<file path="config.mk">
export PLATFORM = sky130hd
export DESIGN_NAME = jtframe_mr_ddrmux
export DESIGN_NICKNAME = d
export VERILOG_FILES = /design/src/rtl/jtframe_mr_ddrmux.sv
export SDC_FILE = /design/constraint.sdc
export NUM_CORES = 1
export LEC_CHECK = 0
export ABC_CLOCK_PERIOD_IN_PS = 1900
export BUFFER_PORTS_ARGS = -buffer_cell sky130_fd_sc_hd__buf_4
export CAP_MARGIN = 20
export CORE_AREA = 2 2 184 186
export CTS_BUF_LIST = sky130_fd_sc_hd__clkbuf_4
export DETAILED_ROUTE_END_ITERATION = 8
export DIE_AREA = 0 0 186 188
export GPL_ROUTABILITY_DRIVEN = 0
export PLACE_DENSITY = 0.4
export SLEW_MARGIN = 30
export SYNTH_ARGS = -nofsm -noshare
export SYNTH_HDL_FRONTEND = slang
export SYNTH_SLANG_ARGS = --single-unit
</file>
<file path="constraint.sdc">
create_clock -name clk -period 1.9 [get_ports clk]
set_input_delay 0 -clock clk [delete_from_list [all_inputs] [get_ports clk]]
set_output_delay 0 -clock clk [all_outputs]
set_load 0.05 [all_outputs]
</file>
<file path="src/rtl/jtframe_mr_ddrmux.sv">
// Two-port arbiter/sequencer for the DDRAM port; command 1 clk after grant, done 1 clk after last beat.
// Backpressure: ddram_busy stalls command/write beats; din_ok marks each accepted write beat.
module jtframe_mr_ddrmux #(
    parameter logic RR = 1'b1
) (
    input  logic        clk,
    input  logic        rst,
    input  logic        p0_rd,
    input  logic        p1_rd,
    input  logic        p0_we,
    input  logic        p1_we,
    input  logic [28:0] p0_addr,
    input  logic [28:0] p1_addr,
    input  logic [7:0]  p0_burstcnt,
    input  logic [7:0]  p1_burstcnt,
    input  logic [63:0] p0_din,
    input  logic [63:0] p1_din,
    input  logic [7:0]  p0_be,
    input  logic [7:0]  p1_be,
    output logic        p0_din_ok,
    output logic        p1_din_ok,
    output logic        p0_dout_ok,
    output logic        p1_dout_ok,
    output logic        p0_done,
    output logic        p1_done,
    output logic [63:0] dout,
    output logic        ddram_clk,
    input  logic        ddram_busy,
    output logic [7:0]  ddram_burstcnt,
    output logic [28:0] ddram_addr,
    input  logic [63:0] ddram_dout,
    input  logic        ddram_dout_ready,
    output logic        ddram_rd,
    output logic [63:0] ddram_din,
    output logic [7:0]  ddram_be,
    output logic        ddram_we
);

    typedef enum logic [1:0] {IDLE, RD_CMD, RD_DATA, WR} state_t;

    state_t      state, state_nxt;
    logic        gnt, gnt_nxt;
    logic        last, last_nxt;
    logic [7:0]  cnt, cnt_nxt;
    logic [7:0]  limit, limit_nxt;
    logic        rd_nxt, we_nxt;
    logic [28:0] addr_nxt;
    logic [7:0]  bc_nxt;
    logic        done0_nxt, done1_nxt;

    logic        req0, req1, sel, sel_we;
    logic [28:0] sel_addr;
    logic [7:0]  sel_bc;
    logic        beat, accept, last_beat, fin;

    assign ddram_clk = clk;
    assign dout      = ddram_dout;
    assign ddram_din = gnt ? p1_din : p0_din;
    assign ddram_be  = gnt ? p1_be  : p0_be;

    // A read beat may already arrive in the cycle the command is taken
    assign beat      = ddram_dout_ready &&
                       (state == RD_DATA || (state == RD_CMD && !ddram_busy));
    assign accept    = (state == WR) && ddram_we && !ddram_busy;
    assign last_beat = (cnt == limit - 8'd1);

    assign p0_dout_ok = beat   & ~gnt;
    assign p1_dout_ok = beat   &  gnt;
    assign p0_din_ok  = accept & ~gnt;
    assign p1_din_ok  = accept &  gnt;

    always_comb begin
        req0 = p0_rd | p0_we;
        req1 = p1_rd | p1_we;
        if (req0 && req1)
            sel = RR ? ~last : 1'b0;
        else
            sel = req1;
        sel_we   = sel ? p1_we   : p0_we;
        sel_addr = sel ? p1_addr : p0_addr;
        sel_bc   = sel ? p1_burstcnt : p0_burstcnt;
        if (sel_bc == 8'd0)
            sel_bc = 8'd1;
    end

    always_comb begin
        state_nxt = state;
        gnt_nxt   = gnt;
        last_nxt  = last;
        cnt_nxt   = cnt;
        limit_nxt = limit;
        rd_nxt    = ddram_rd;
        we_nxt    = ddram_we;
        addr_nxt  = ddram_addr;
        bc_nxt    = ddram_burstcnt;
        done0_nxt = 1'b0;
        done1_nxt = 1'b0;
        fin       = 1'b0;
        case (state)
            IDLE: begin
                if (req0 || req1) begin
                    gnt_nxt   = sel;
                    last_nxt  = sel;
                    cnt_nxt   = 8'd0;
                    limit_nxt = sel_bc;
                    addr_nxt  = sel_addr;
                    bc_nxt    = sel_bc;
                    if (sel_we) begin
                        we_nxt    = 1'b1;
                        state_nxt = WR;
                    end else begin
                        rd_nxt    = 1'b1;
                        state_nxt = RD_CMD;
                    end
                end
            end
            RD_CMD: begin
                if (!ddram_busy) begin
                    rd_nxt    = 1'b0;
                    state_nxt = RD_DATA;
                    if (beat) begin
                        cnt_nxt = cnt + 8'd1;
                        fin     = last_beat;
                    end
                end
            end
            RD_DATA: begin
                if (beat) begin
                    cnt_nxt = cnt + 8'd1;
                    fin     = last_beat;
                end
            end
            WR: begin
                if (accept) begin
                    cnt_nxt = cnt + 8'd1;
                    if (last_beat) begin
                        we_nxt = 1'b0;
                        fin    = 1'b1;
                    end
                end
            end
            default: state_nxt = IDLE;
        endcase
        if (fin) begin
            done0_nxt = ~gnt;
            done1_nxt = gnt;
            state_nxt = IDLE;
        end
    end

    always_ff @(posedge clk or posedge rst) begin
        if (rst) begin
            state          <= IDLE;
            gnt            <= 1'b0;
            last           <= 1'b1;
            cnt            <= 8'd0;
            limit          <= 8'd0;
            ddram_rd       <= 1'b0;
            ddram_we       <= 1'b0;
            ddram_addr     <= 29'd0;
            ddram_burstcnt <= 8'd0;
            p0_done        <= 1'b0;
            p1_done        <= 1'b0;
        end else begin
            state          <= state_nxt;
            gnt            <= gnt_nxt;
            last           <= last_nxt;
            cnt            <= cnt_nxt;
            limit          <= limit_nxt;
            ddram_rd       <= rd_nxt;
            ddram_we       <= we_nxt;
            ddram_addr     <= addr_nxt;
            ddram_burstcnt <= bc_nxt;
            p0_done        <= done0_nxt;
            p1_done        <= done1_nxt;
        end
    end

endmodule

</file>
# --- After elaboration in Yosys (flattened, before gate mapping) ---
# Index checks and enable logic that the tools add are counted.
# Widths: inputs -> output; s select.
word_totals:
  in_bits: 290
  regBits: 53
  rom_bits: 0
  word_cells: 83
  output_inout_bits: 182
  latch_bits: 0
  mem_count: 0
  ramBits: 0
classes:
  shifts: 0
  n_lt_le_gt_ge: 0
  eq_ne: 12
  mul: 0
  div_mod_pow: 0
  n_mux: 33
  bitwise: 8
  add_sub_neg: 2
  reduce_logical: 18
op_table:
  columns: ["op", "n"]
  rows:
  - ["$mux 64", 1]
  - ["$mux 8", 7]
  - ["$pmux 8 s4", 1]
  - ["$mux 29", 1]
  - ["$mux 1", 15]
  - ["$ne 2x2->1 const B", 6]
  - ["$add 8x1->8 const B", 1]
  - ["$eq 8x8->1", 1]
  - ["$logic_not 8->1", 1]
  - ["$mux 2", 4]
  - ["$sub 8x1->8 const B", 1]
  - ["$ne 3x3->1 const B", 2]
  - ["$reduce_and 3->1", 2]
  - ["$logic_and 1x1->1", 5]
  - ["$reduce_and 5->1", 1]
  - ["$and 1x1->1", 4]
  - ["$eq 2x2->1 const B", 2]
  - ["$pmux 1 s2", 2]
  - ["$pmux 2 s2", 1]
  - ["$reduce_and 4->1", 1]
  - ["$reduce_bool 2->1", 2]
  - ["$pmux 1 s3", 1]
  - ["$reduce_bool 3->1", 1]
  - ["$eq 2x1->1 const B", 1]
  - ["6 further kinds", 9]

# --- Logic depth before layout (Yosys ltp) ---
logic_depth:
  word_depth: 9
  ltp_mapped: 10
  depth_no_buf: 8

==> summary.txt <==
Synth
  • Synth Register Bits: 53
  • Share of the synthesized area in the top cell type: 30.25%
  • Mean Syn Cell Area: 9.331 um2
  • Nets in the synthesized netlist: 757
  • Sequential area share after synthesis: 30.86%
  • Number of flops mapped to enable cells by yosys: 0
  • Number of warnings reported in the yosys synthesis log: 0
  • Synth Instances: 461
  • Netlist area before placement: 4302 um2
  • Largest area contributor in the synthesized netlist: dfrtp_1
  • Proportion of synthesized flip-flops having asynchronous set or reset: 100.0%
  • Netlist cell types: 47
  • Largest cells by area after synthesis: dfrtp_1, mux2_2, buf_4, mux2i_1, o21ai_0
  • Main synth FF type: dfrtp_1

Critical path
  • Kind of end point of the critical path: primary output
  • Startpoint type of the worst setup path: register
  • Family with the most delay on the worst path: flip-flops
  • Buffering stage count on the worst path with inverters included: 3
  • Type of the worst setup path: reg -> out
  • Arrival time at the worst endpoint: 1.87 ns
  • WP data required: 1.90 ns
  • Critical path's slowest cell: dfrtp_4
  • Maximum net fanout on the critical path: 6
  • Slowest Stage Delay on Critical Path: 0.55 ns
  • Ordered list of cells on the worst path: buf_12 -> clkbuf_16 -> mux2_4 -> buf_8

Detailed routing
  • Overall routed net length: 23.34 mm
  • Post-detailed-route wirelength per cell: 18.05 um
  • DRC Markers: 0
  • Number of vias per cell after detailed routing: 3.656
  • Vias post-DR: 4,727
  • Post-detailed-route count of antenna-violating nets: 0
  • 1st-iter DRT viols: 104
  • Detailed Routing Iterations Pass 1: 4

STA
  • Setup repair after global routing missed its margin: true
  • Smallest setup slack after layout: 0.02504 ns
  • Sum Neg Setup Slack: 0 ns
  • Final hold violation count: 0
  • Clock period minus final worst setup slack: 1.875 ns
  • Number of failing setup endpoints in the final timing report: 0
  • Slew Limit Headroom: 58.30%
  • Final setup skew: 0.01953 ns
  • F_max: 533.3 MHz
  • Count of pins over their slew limit: 0
  • Transition time at the pin with the least slew margin: 0.6246 ns
  • Share of the clock period used by the worst path: 98.68%

Global route
  • Global-route wire length before repair: 31.90 mm
  • GRT Overall Usage: 12.66%
  • Largest net degree at the start of global routing: 76
  • Vias in the first global route: 4,865
  • Global-route track usage on met1: 14.63%
  • Fraction of met3 tracks used by global routing: 3.496%
  • Total overflow reported by the global router: 0
  • Number of antenna violations at the first check in global routing: 7
  • Grt met2 use: 22.58%
  • Busiest layer in global routing: met2

Clock tree
  • Clock slew at the register clock pins of the worst setup and hold paths: 0.19 ns
  • Clock insertion delay at the later pin of the skew report: 0.52 ns
  • Clock tree from TritonCTS: yes

Pwr
  • Part of the total power dissipated in combinational logic: 76.3%
  • Internal power consumption: 5.994 mW
  • Clock group share of total power: 7.1%
  • Cell Pwr Density: 1501 nW/um2
  • Net switching power: 6.867 mW
  • Switching share of power: 53.40%
  • Worst VDD drop: 0.0008736 V
  • Pleak: 4.021 nW
  • Sequential power share: 16.6%

Cells and area
  • Leading cell type in the layout, fill and taps excluded: buf_4
  • Post-route insts no fill: 1,293
  • Final Core Density: 25.88%
  • Relative area change from synthesis to final layout: 99.21%
  • Top library cells by usage in the layout, fill and taps aside: buf_4, dlygate4sd3_1, mux2_2
  • Fin area: 8569 um2
  • Layout cells sized above 1: 59.07%
  • Final-stage net count: 1,138

Placement
  • Count of input and output buffers: 343
  • Placed inst area: 7111 um2
  • Final HPWL DP: 19.14 mm
  • Minimum setup slack after placement: 0.09091 ns
  • Dpl cells: 1,185

Floorplan
  • Number of placement rows: 67
  • Die height: 188 um
  • Top-level I/O count: 472
  • Placeable Area: 33,110 um2
  • Die width: 186 um
  • Starting Density: 12.99%
  • Die area: 34,970 um2

Status
  • Result of the run: completed

Job
  • Max Cap Viol: 0

Hold path
  • Type of the tightest min-delay check: in -> out
==> power by group through the flow <==
stage / clock network (mW) / logic, mW / registers, mW
after CTS: 0.975 / 9.65 / 2.12
final: 0.916 / 9.81 / 2.13
after global routing: 1.02 / 10.4 / 2.21
after floorplan: 0.113 / 4.97 / 3.40
after global placement: 0.113 / 8.75 / 2.22
after detailed placement: 0.113 / 8.73 / 2.23
==> per-layer routing <==
| metal | share of wire, % | vias to the layer above |
|---|---|---|
| met5 | 0.056 | - |
| met4 | 2.3 | 2 |
| met3 | 7.2 | 54 |
| met2 | 51 | 223 |
| met1 | 40 | 2141 |
| li1 | - | 2307 |
==> state kept, by name (all words and copies together) (netlist names) <==
signal / cells
gnt: 1
last: 1
p1_done: 1
ddram_rd: 1
cnt: 8
p0_done: 1
state: 2
limit: 8
ddram_we: 1
ddram_addr: 29
==> per-stage QoR <==
| stage | power, mW | hold WS (ns) |
|---|---|---|
| 5_1_grt | 13.65 | 0.00008237 |
| 4_1_cts | 12.74 | 0.0003409 |
| 3_5_place_dp | 11.07 | 0.0003409 |
| 3_3_place_gp | 11.09 | 0.0003409 |
| 6_report | 12.86 | 0.00001398 |
| 2_1_floorplan | 8.489 | 0.1671 |
==> final timing paths <==
kind	startpoint	endpoint	slack, ns	cells past startpoint
setup / recovery	gnt	ddram_din[63]	0.03	4
hold / removal	ddram_dout[34]	dout[34]	0.00001	0
setup reg to reg	state[0]	cnt[6]	0.10	7
hold reg to reg	ddram_addr[15]	ddram_addr[15]	0.50	2
max in group asynchronous	rst	cnt[3]	1.09	5
min in group asynchronous	rst	ddram_rd	0.11	3
==> cells by family after synthesis <==
| kind of cell | Yosys count | share of synthesized area [%] |
|---|---|---|
| flops | 53 | 30.86 |
| buf+inv | 99 | 15.15 |
| simple gates | 100 | 11.55 |
| xor+xnor | 10 | 2.036 |
| fa+ha+maj | 6 | 1.745 |
| mux | 109 | 27.46 |
| compound gates | 84 | 11.20 |
==> final cells by class <==
class	count	area (um2)
Sequential cell	53	1338
Multi-Input combinational cell	309	2461
Fill cell	3583	24540
Antenna cell	2	5.005
Timing Repair Buffer	462	4068
Tap cell	448	560.5
Clock inverter	3	43.79
Inverter	7	26.28
Clock buffer	9	67.56
==> Yosys cell counts, drive strengths merged (2+ instances only) <==
master and count:
nand2b 7, and3 4, dfrtp 52, xor2 5
nand2 53, ha 6, nor2b 4, and2 2
buf 87, a31oi 2, nor3 4, inv 7
xnor2 5, mux2i 37, a21oi 7, mux2 72
o31ai 4, a211oi 2, nor4 5, clkbuf 5
o21ai 57, nand3 5, or4 2, o21bai 2
nor2 12
==> repair_timing <==
| item | CTS | global route |
|---|---|---|
| cloned | 1 | 3 |
| endpoints found under the hold margin | 83 | 0 |
| pin swaps | 0 | 6 |
| endpoints found under the setup margin | 76 | 82 |
| hold buffers | 82 | 0 |
| gates resized for setup | 78 | 19 |
| setup buffers | 6 | 3 |
(Power assumes the default switching activity.)
